`src/rtl/mem_stage_sram_ctrl_if.sv`:
```
//==============================================================================
// Module  : mem_stage_sram_ctrl_if
// Brief   : Pipeline-side request/response and external SRAM signals of the
//           memory-stage SRAM controller.
// Revision: 1.0 - initial release
//==============================================================================
`default_nettype none

interface mem_stage_sram_ctrl_if #(
   parameter int SRAM_ADDR_W = 18
);
   logic                   mem_r_en;
   logic                   mem_w_en;
   logic [31:0]            alu_res;
   logic [31:0]            val_rm;
   logic                   ready;
   logic [31:0]            rdata;
   logic [SRAM_ADDR_W-1:0] sram_addr;
   logic                   sram_we_n;
   logic [15:0]            sram_dq_out;
   logic                   sram_dq_oe;
   logic [15:0]            sram_dq_in;

   // Master is the pipeline plus SRAM device; slave is the controller.
   modport master (
      output mem_r_en, mem_w_en, alu_res, val_rm, sram_dq_in,
      input  ready, rdata, sram_addr, sram_we_n, sram_dq_out, sram_dq_oe
   );

   modport slave (
      input  mem_r_en, mem_w_en, alu_res, val_rm, sram_dq_in,
      output ready, rdata, sram_addr, sram_we_n, sram_dq_out, sram_dq_oe
   );
endinterface

`default_nettype wire

```
`src/rtl/mem_stage_sram_ctrl.sv`:
```
//==============================================================================
// Module  : mem_stage_sram_ctrl
// Brief   : Memory-stage controller splitting each 32-bit load/store into two
//           16-bit SRAM accesses; ready low freezes the pipeline meanwhile.
// Revision: 1.0 - initial release
//==============================================================================
`default_nettype none

module mem_stage_sram_ctrl #(
   parameter int          SRAM_ADDR_W = 18,
   parameter logic [31:0] BASE_ADDR   = 32'd1024,
   parameter int          WAIT_CYCLES = 2
) (
   input  wire logic            clk,
   input  wire logic            rst,
   mem_stage_sram_ctrl_if.slave bus
);

   localparam int               CNT_W  = $clog2(WAIT_CYCLES) + 1;
   localparam logic [CNT_W-1:0] C_LAST = CNT_W'(WAIT_CYCLES - 1);

   typedef enum logic [1:0] {
      S_IDLE = 2'd0,
      S_LOW  = 2'd1,
      S_HIGH = 2'd2,
      S_DONE = 2'd3
   } state_t;

   state_t                  r_state;
   state_t                  w_next;
   logic [CNT_W-1:0]        r_cnt;
   logic                    r_op_wr;
   logic [SRAM_ADDR_W-2:0]  r_word;
   logic [31:0]             r_wdata;
   logic [31:0]             r_rdata;

   logic                    w_req;
   logic                    w_last;
   logic [31:0]             w_offset;
   logic [SRAM_ADDR_W-2:0]  w_word;

   logic                    w_ready;
   logic                    w_we_n;
   logic                    w_oe;
   logic [SRAM_ADDR_W-1:0]  w_addr;
   logic [15:0]             w_dq_out;

   assign w_req    = bus.mem_r_en | bus.mem_w_en;
   assign w_last   = (r_cnt == C_LAST);
   // Out-of-range addresses simply wrap; no error is raised.
   assign w_offset = bus.alu_res - BASE_ADDR;
   assign w_word   = (SRAM_ADDR_W-1)'(w_offset >> 2);

   always_ff @(posedge clk or posedge rst) begin
      if (rst) begin
         r_state <= S_IDLE;
      end else begin
         r_state <= w_next;
      end
   end

   always_comb begin
      w_next = r_state;
      case (r_state)
         S_IDLE:  if (w_req)  w_next = S_LOW;
         S_LOW:   if (w_last) w_next = S_HIGH;
         S_HIGH:  if (w_last) w_next = S_DONE;
         // Request inputs still show the finished access here; ignore them.
         S_DONE:  w_next = S_IDLE;
         default: w_next = S_IDLE;
      endcase
   end

   always_ff @(posedge clk or posedge rst) begin
      if (rst) begin
         r_cnt   <= '0;
         r_op_wr <= 1'b0;
         r_word  <= '0;
         r_wdata <= '0;
         r_rdata <= '0;
      end else begin
         case (r_state)
            S_IDLE: begin
               if (w_req) begin
                  r_op_wr <= bus.mem_w_en;
                  r_word  <= w_word;
                  r_wdata <= bus.val_rm;
                  r_cnt   <= '0;
               end
            end
            S_LOW, S_HIGH: begin
               if (w_last) begin
                  r_cnt <= '0;
                  if (!r_op_wr) begin
                     if (r_state == S_LOW) r_rdata[15:0]  <= bus.sram_dq_in;
                     else                  r_rdata[31:16] <= bus.sram_dq_in;
                  end
               end else begin
                  r_cnt <= r_cnt + 1'b1;
               end
            end
            default: begin
            end
         endcase
      end
   end

   // SRAM-side outputs depend only on registered state and latched operands.
   always_comb begin
      w_ready  = 1'b0;
      w_we_n   = 1'b1;
      w_oe     = 1'b0;
      w_addr   = '0;
      w_dq_out = '0;
      case (r_state)
         S_IDLE: w_ready = ~w_req;
         S_LOW: begin
            w_addr = {r_word, 1'b0};
            if (r_op_wr) begin
               w_we_n   = 1'b0;
               w_oe     = 1'b1;
               w_dq_out = r_wdata[15:0];
            end
         end
         S_HIGH: begin
            w_addr = {r_word, 1'b1};
            if (r_op_wr) begin
               w_we_n   = 1'b0;
               w_oe     = 1'b1;
               w_dq_out = r_wdata[31:16];
            end
         end
         S_DONE:  w_ready = 1'b1;
         default: w_ready = 1'b1;
      endcase
   end

   assign bus.ready       = w_ready;
   assign bus.rdata       = r_rdata;
   assign bus.sram_addr   = w_addr;
   assign bus.sram_we_n   = w_we_n;
   assign bus.sram_dq_out = w_dq_out;
   assign bus.sram_dq_oe  = w_oe;

endmodule

`default_nettype wire

```
`src/flat_wrapper.sv`:
```
// flat-port wrapper written by rule: the top's interface ports become plain ports
module mem_stage_sram_ctrl_flat 
#(
   parameter int          SRAM_ADDR_W = 18,
   parameter logic [31:0] BASE_ADDR   = 32'd1024,
   parameter int          WAIT_CYCLES = 2
)
  (clk, rst, bus_mem_r_en, bus_mem_w_en, bus_alu_res, bus_val_rm, bus_sram_dq_in, bus_ready, bus_rdata, bus_sram_addr, bus_sram_we_n, bus_sram_dq_out, bus_sram_dq_oe);
  mem_stage_sram_ctrl_if #(.SRAM_ADDR_W(SRAM_ADDR_W)) bus_i ();
  input  wire logic clk;
  input  wire logic rst;
  input wire logic [$bits(bus_i.mem_r_en)-1:0] bus_mem_r_en;
  input wire logic [$bits(bus_i.mem_w_en)-1:0] bus_mem_w_en;
  input wire logic [$bits(bus_i.alu_res)-1:0] bus_alu_res;
  input wire logic [$bits(bus_i.val_rm)-1:0] bus_val_rm;
  input wire logic [$bits(bus_i.sram_dq_in)-1:0] bus_sram_dq_in;
  output wire logic [$bits(bus_i.ready)-1:0] bus_ready;
  output wire logic [$bits(bus_i.rdata)-1:0] bus_rdata;
  output wire logic [$bits(bus_i.sram_addr)-1:0] bus_sram_addr;
  output wire logic [$bits(bus_i.sram_we_n)-1:0] bus_sram_we_n;
  output wire logic [$bits(bus_i.sram_dq_out)-1:0] bus_sram_dq_out;
  output wire logic [$bits(bus_i.sram_dq_oe)-1:0] bus_sram_dq_oe;
  assign bus_i.mem_r_en = bus_mem_r_en;
  assign bus_i.mem_w_en = bus_mem_w_en;
  assign bus_i.alu_res = bus_alu_res;
  assign bus_i.val_rm = bus_val_rm;
  assign bus_i.sram_dq_in = bus_sram_dq_in;
  assign bus_ready = bus_i.ready;
  assign bus_rdata = bus_i.rdata;
  assign bus_sram_addr = bus_i.sram_addr;
  assign bus_sram_we_n = bus_i.sram_we_n;
  assign bus_sram_dq_out = bus_i.sram_dq_out;
  assign bus_sram_dq_oe = bus_i.sram_dq_oe;
  mem_stage_sram_ctrl #(.SRAM_ADDR_W(SRAM_ADDR_W), .BASE_ADDR(BASE_ADDR), .WAIT_CYCLES(WAIT_CYCLES)) u_core (.clk(clk), .rst(rst), .bus(bus_i));
endmodule
```
`config.mk`:
```
export PLATFORM = sky130hd
export DESIGN_NAME = mem_stage_sram_ctrl_flat
export DESIGN_NICKNAME = d
export VERILOG_FILES = /design/src/rtl/mem_stage_sram_ctrl_if.sv /design/src/rtl/mem_stage_sram_ctrl.sv /design/src/flat_wrapper.sv
export SDC_FILE = /design/constraint.sdc
export NUM_CORES = 1
export LEC_CHECK = 0
export CAP_MARGIN = 10
export CORE_ASPECT_RATIO = 0.7
export CORE_MARGIN = 2
export CORE_UTILIZATION = 43
export CTS_CLUSTER_SIZE = 40
export DETAILED_ROUTE_END_ITERATION = 6
export PLACE_DENSITY = 0.8
export SKIP_CTS_REPAIR_TIMING = 1
export SYNTH_ARGS = -nofsm -noshare
export SYNTH_HDL_FRONTEND = slang
export SYNTH_SLANG_ARGS = --single-unit
export TNS_END_PERCENT = 100
```
`constraint.sdc`:
```
create_clock -name clk -period 4.62 [get_ports clk]
set_clock_uncertainty 0.2 [all_clocks]
set_input_delay 1.386 -clock clk [delete_from_list [all_inputs] [get_ports clk]]
set_output_delay 1.386 -clock clk [all_outputs]
set_load 0.05 [all_outputs]
```
==> flow_summary_export.csv <==
group,metric,value,unit
outcome,status,"finished clean",
power,switching_share,47.34,%
power,vdd_drop_max,0.3559,mV
sta,finalSetupViolCount,0,
routing,drt-wirelength-per-cell,15.39,um
logic_synthesis,syn-cell-area,3812,um2
placed_design,dp_hpwl,6997,um
routing,drc_errors,0,
sta,max_slew_margin,28.08,%
placed_design,dp_cells,622,
worst_setup_path,worstPathArrival,2640,ps
global_route,grt_overflow,0,
sta,finalCritPeriodShare,91.46,%
worst_setup_path,reg2reg_depth,5,
clocking,cts_sinks,86,
floorplan,die-area,9647,um2
routing,ant_nets,0,
clocking,htreeDepth,3,
logic_synthesis,synth_cell_types,31,
clocking,cts_buffer_depth,2,
flow_run,drv_cap,0,
routing,drtIter0Drc,146,
floorplan,fp.dieW,116.5,um
logic_synthesis,synth_area_per_cell,10.01,um2
routing,num_vias,3237,
logic_synthesis,synth-async-reset-ratio,100.0,%
clocking,insertion_delay,330,ps
clocking,numCtsBuffers,9,
logic_synthesis,synth_seq_area_share,56.45,%
clocking,clockRootBuffer,"clkbuf_16",
sta,grt_setup_unrepaired,"false",
floorplan,die_h,82.78,um
power,p_comb_share,57.0,%
global_route,antenna_found_initial,0,
sta,final-max-slew-violation-count,0,
worst_setup_path,worstPathMaxFanout,4,
logic_synthesis,synth_ff_type,"dfrtp_1",
worst_setup_path,start_kind,"input port",
routing,routed_via_density,5.074,
global_route,grt_pass1_vias,3237,
hold_path,min_path_type,"reg2reg",
finish,fin_nets,603,
finish,stdcell_count,638,
global_route,grt_max_degree,64,
worst_setup_path,endpoint_kind,"output pin",
floorplan,rows,28,
power,power_switching,2.252,mW
finish,syn_to_final_growth,46.21,%
finish,n_antenna_cell,0,
power,power_density,853.5,nW/um2
floorplan,pin_count,153,
logic_synthesis,synth-warning-count,0,
sta,fin_tns_setup,0,ps
worst_setup_path,cp.required,3030,ps
sta,hold_violations,0,
placed_design,port-buffer-count,137,
hold_path,whs_path_depth,2,
placed_design,gp_congestion,0.8417,
logic_synthesis,synth.area.top_cells,"dfrtp_1, nand2_1, mux2_2, a22oi_1, and3_1",
clocking,cts.clk_slew.worst_paths,60,ps
routing,first_pass_iters,4,
logic_synthesis,synth_area_leader_cell,"dfrtp_1",
sta,fmax,236.7,MHz
power,seq_power_share,27.9,%
clocking,cts_tree,"done",
power,clkPwrFrac,15.0,%
global_route,track_usage,21.14,%
logic_synthesis,synth_top_cell_area_share,56.45,%
floorplan,core-area,8548,um2
finish,drive_gt1_share,15.83,%
floorplan,initial_core_util,44.60,%
logic_synthesis,synthCells,381,
sta,finalWorstPathRequiredPeriod,4225,ps
global_route,grt_pass1_wl,15680,um
worst_setup_path,crit_type,"in2out",
logic_synthesis,yosysMostFrequentCell,"nand2_1",
logic_synthesis,syn_nets,471,
sta,tightestPinTransition,1078,ps
logic_synthesis,synth-seq-cells,86,
power,internal-power,2.505,mW
routing,wl,9816,um
logic_synthesis,synth_common_cells,"nand2_1, dfrtp_1, mux2_2",
logic_synthesis,synth_edf_count,0,
power,leakagePower,2.596,nW
layer usage:
metal  vias up  GRT usage (%)  share of wire [%]  routed length (um)
li1       1528              -                  -                   -
met4         0          6.118                1.1                 110
met5         -              0                  0                   0
met2       148          34.88                 46                4531
met1      1550          28.58                 45                4392
met3        11          4.503                8.0                 782
sequential cells by signal, indices dropped and copies added, names as in the netlist:
signal and count:
u_core.bus.rdata 32, u_core.r_wdata 32, u_core.r_word 17, u_core.r_cnt 2, u_core.r_state 2, u_core.r_op_wr 1
logic make-up (layout without fill, tap and decap cells):
logic type               Yosys count  in the layout  synth area share [%]
adder cells (fa/ha/maj)            6              6                 1.969
AND/OR/NAND/NOR                  188            188                 21.69
XOR/XNOR                           1              1                0.2298
flip-flops                        86             86                 56.45
AO/OA/AOI/OAI                     36             36                 6.432
buffers and inverters             30            167                 3.216
multiplexers                      34             34                 10.01
worst max-delay path: stages:
cell             delay [ps]
clkdlybuf4s50_1         510
nor3b_1                 310
nor2_1                   80
nor2_1                  180
buf_12                  170
worst paths after layout:
| path | from | endpoint | slack [ps] |
|---|---|---|---|
| setup / recovery | bus_mem_w_en | bus_ready | 390 |
| hold / removal | u_core.r_word[4] | u_core.r_word[4] | 270 |
| setup reg to reg | u_core.r_state[1] | u_core.bus.rdata[15] | 1880 |
| hold reg to reg | u_core.r_word[4] | u_core.r_word[4] | 270 |
| max in group asynchronous | rst | u_core.bus.rdata[0] | 2050 |
| min in group asynchronous | rst | u_core.bus.rdata[27] | 1420 |
through the flow:
step                instance area [um2]  setup slack [ps]  util [%]  power [mW]  hold slack [ps]
floorplan                          3812             526.3         -       3.166            237.4
global placement                   5278             444.8     61.74       3.975            249.8
detailed placement                 5278             426.3     61.74       4.065            254.1
CTS                                5574             417.4     65.21       4.794            270.3
global route                       5574             318.0     65.21       5.052            300.0
finish                             5574             394.7     65.21       4.757            272.8
cell usage in the layout, fill, tap and decap left out, types with 2 or more instances in the layout:
cell             netlist  layout
a22oi_1               16      16
a31oi_1                5       5
and3_1                17      17
buf_4                  1      24
clkbuf_16              0       9
clkdlybuf4s50_1        0     120
clkinv_2               0       4
dfrtp_1               86      86
ha_1                   6       6
inv_1                  6       5
inv_6                  0       2
mux2_2                33      33
nand2_1              129     129
nand2b_1               4       4
nor2_1                24      24
nor3b_1                2       2
o21ai_0                7       6
o31ai_1                2       2
or2_2                  2       2
or3_1                  2       2
or4_1                  3       3
area by class of cell:
| cell class | instances | area, um2 |
|---|---|---|
| clock buffer | 9 | 225.2 |
| clock inverter | 7 | 71.32 |
| fill | 700 | 2974 |
| inverter | 6 | 23.77 |
| multi-input combinational | 265 | 1550 |
| sequential | 86 | 2152 |
| tap | 120 | 150.1 |
| timing repair buffer | 145 | 1401 |
power by group through the flow:
stage | clock network, mW | logic, mW | registers, mW
5_1_grt | 0.771 | 2.90 | 1.38
3_5_place_dp | 0 | 2.72 | 1.34
4_1_cts | 0.733 | 2.73 | 1.33
2_1_floorplan | 0 | 1.36 | 1.80
3_3_place_gp | 0 | 2.66 | 1.32
6_report | 0.714 | 2.71 | 1.33
Power figures use the tool's default switching activity.
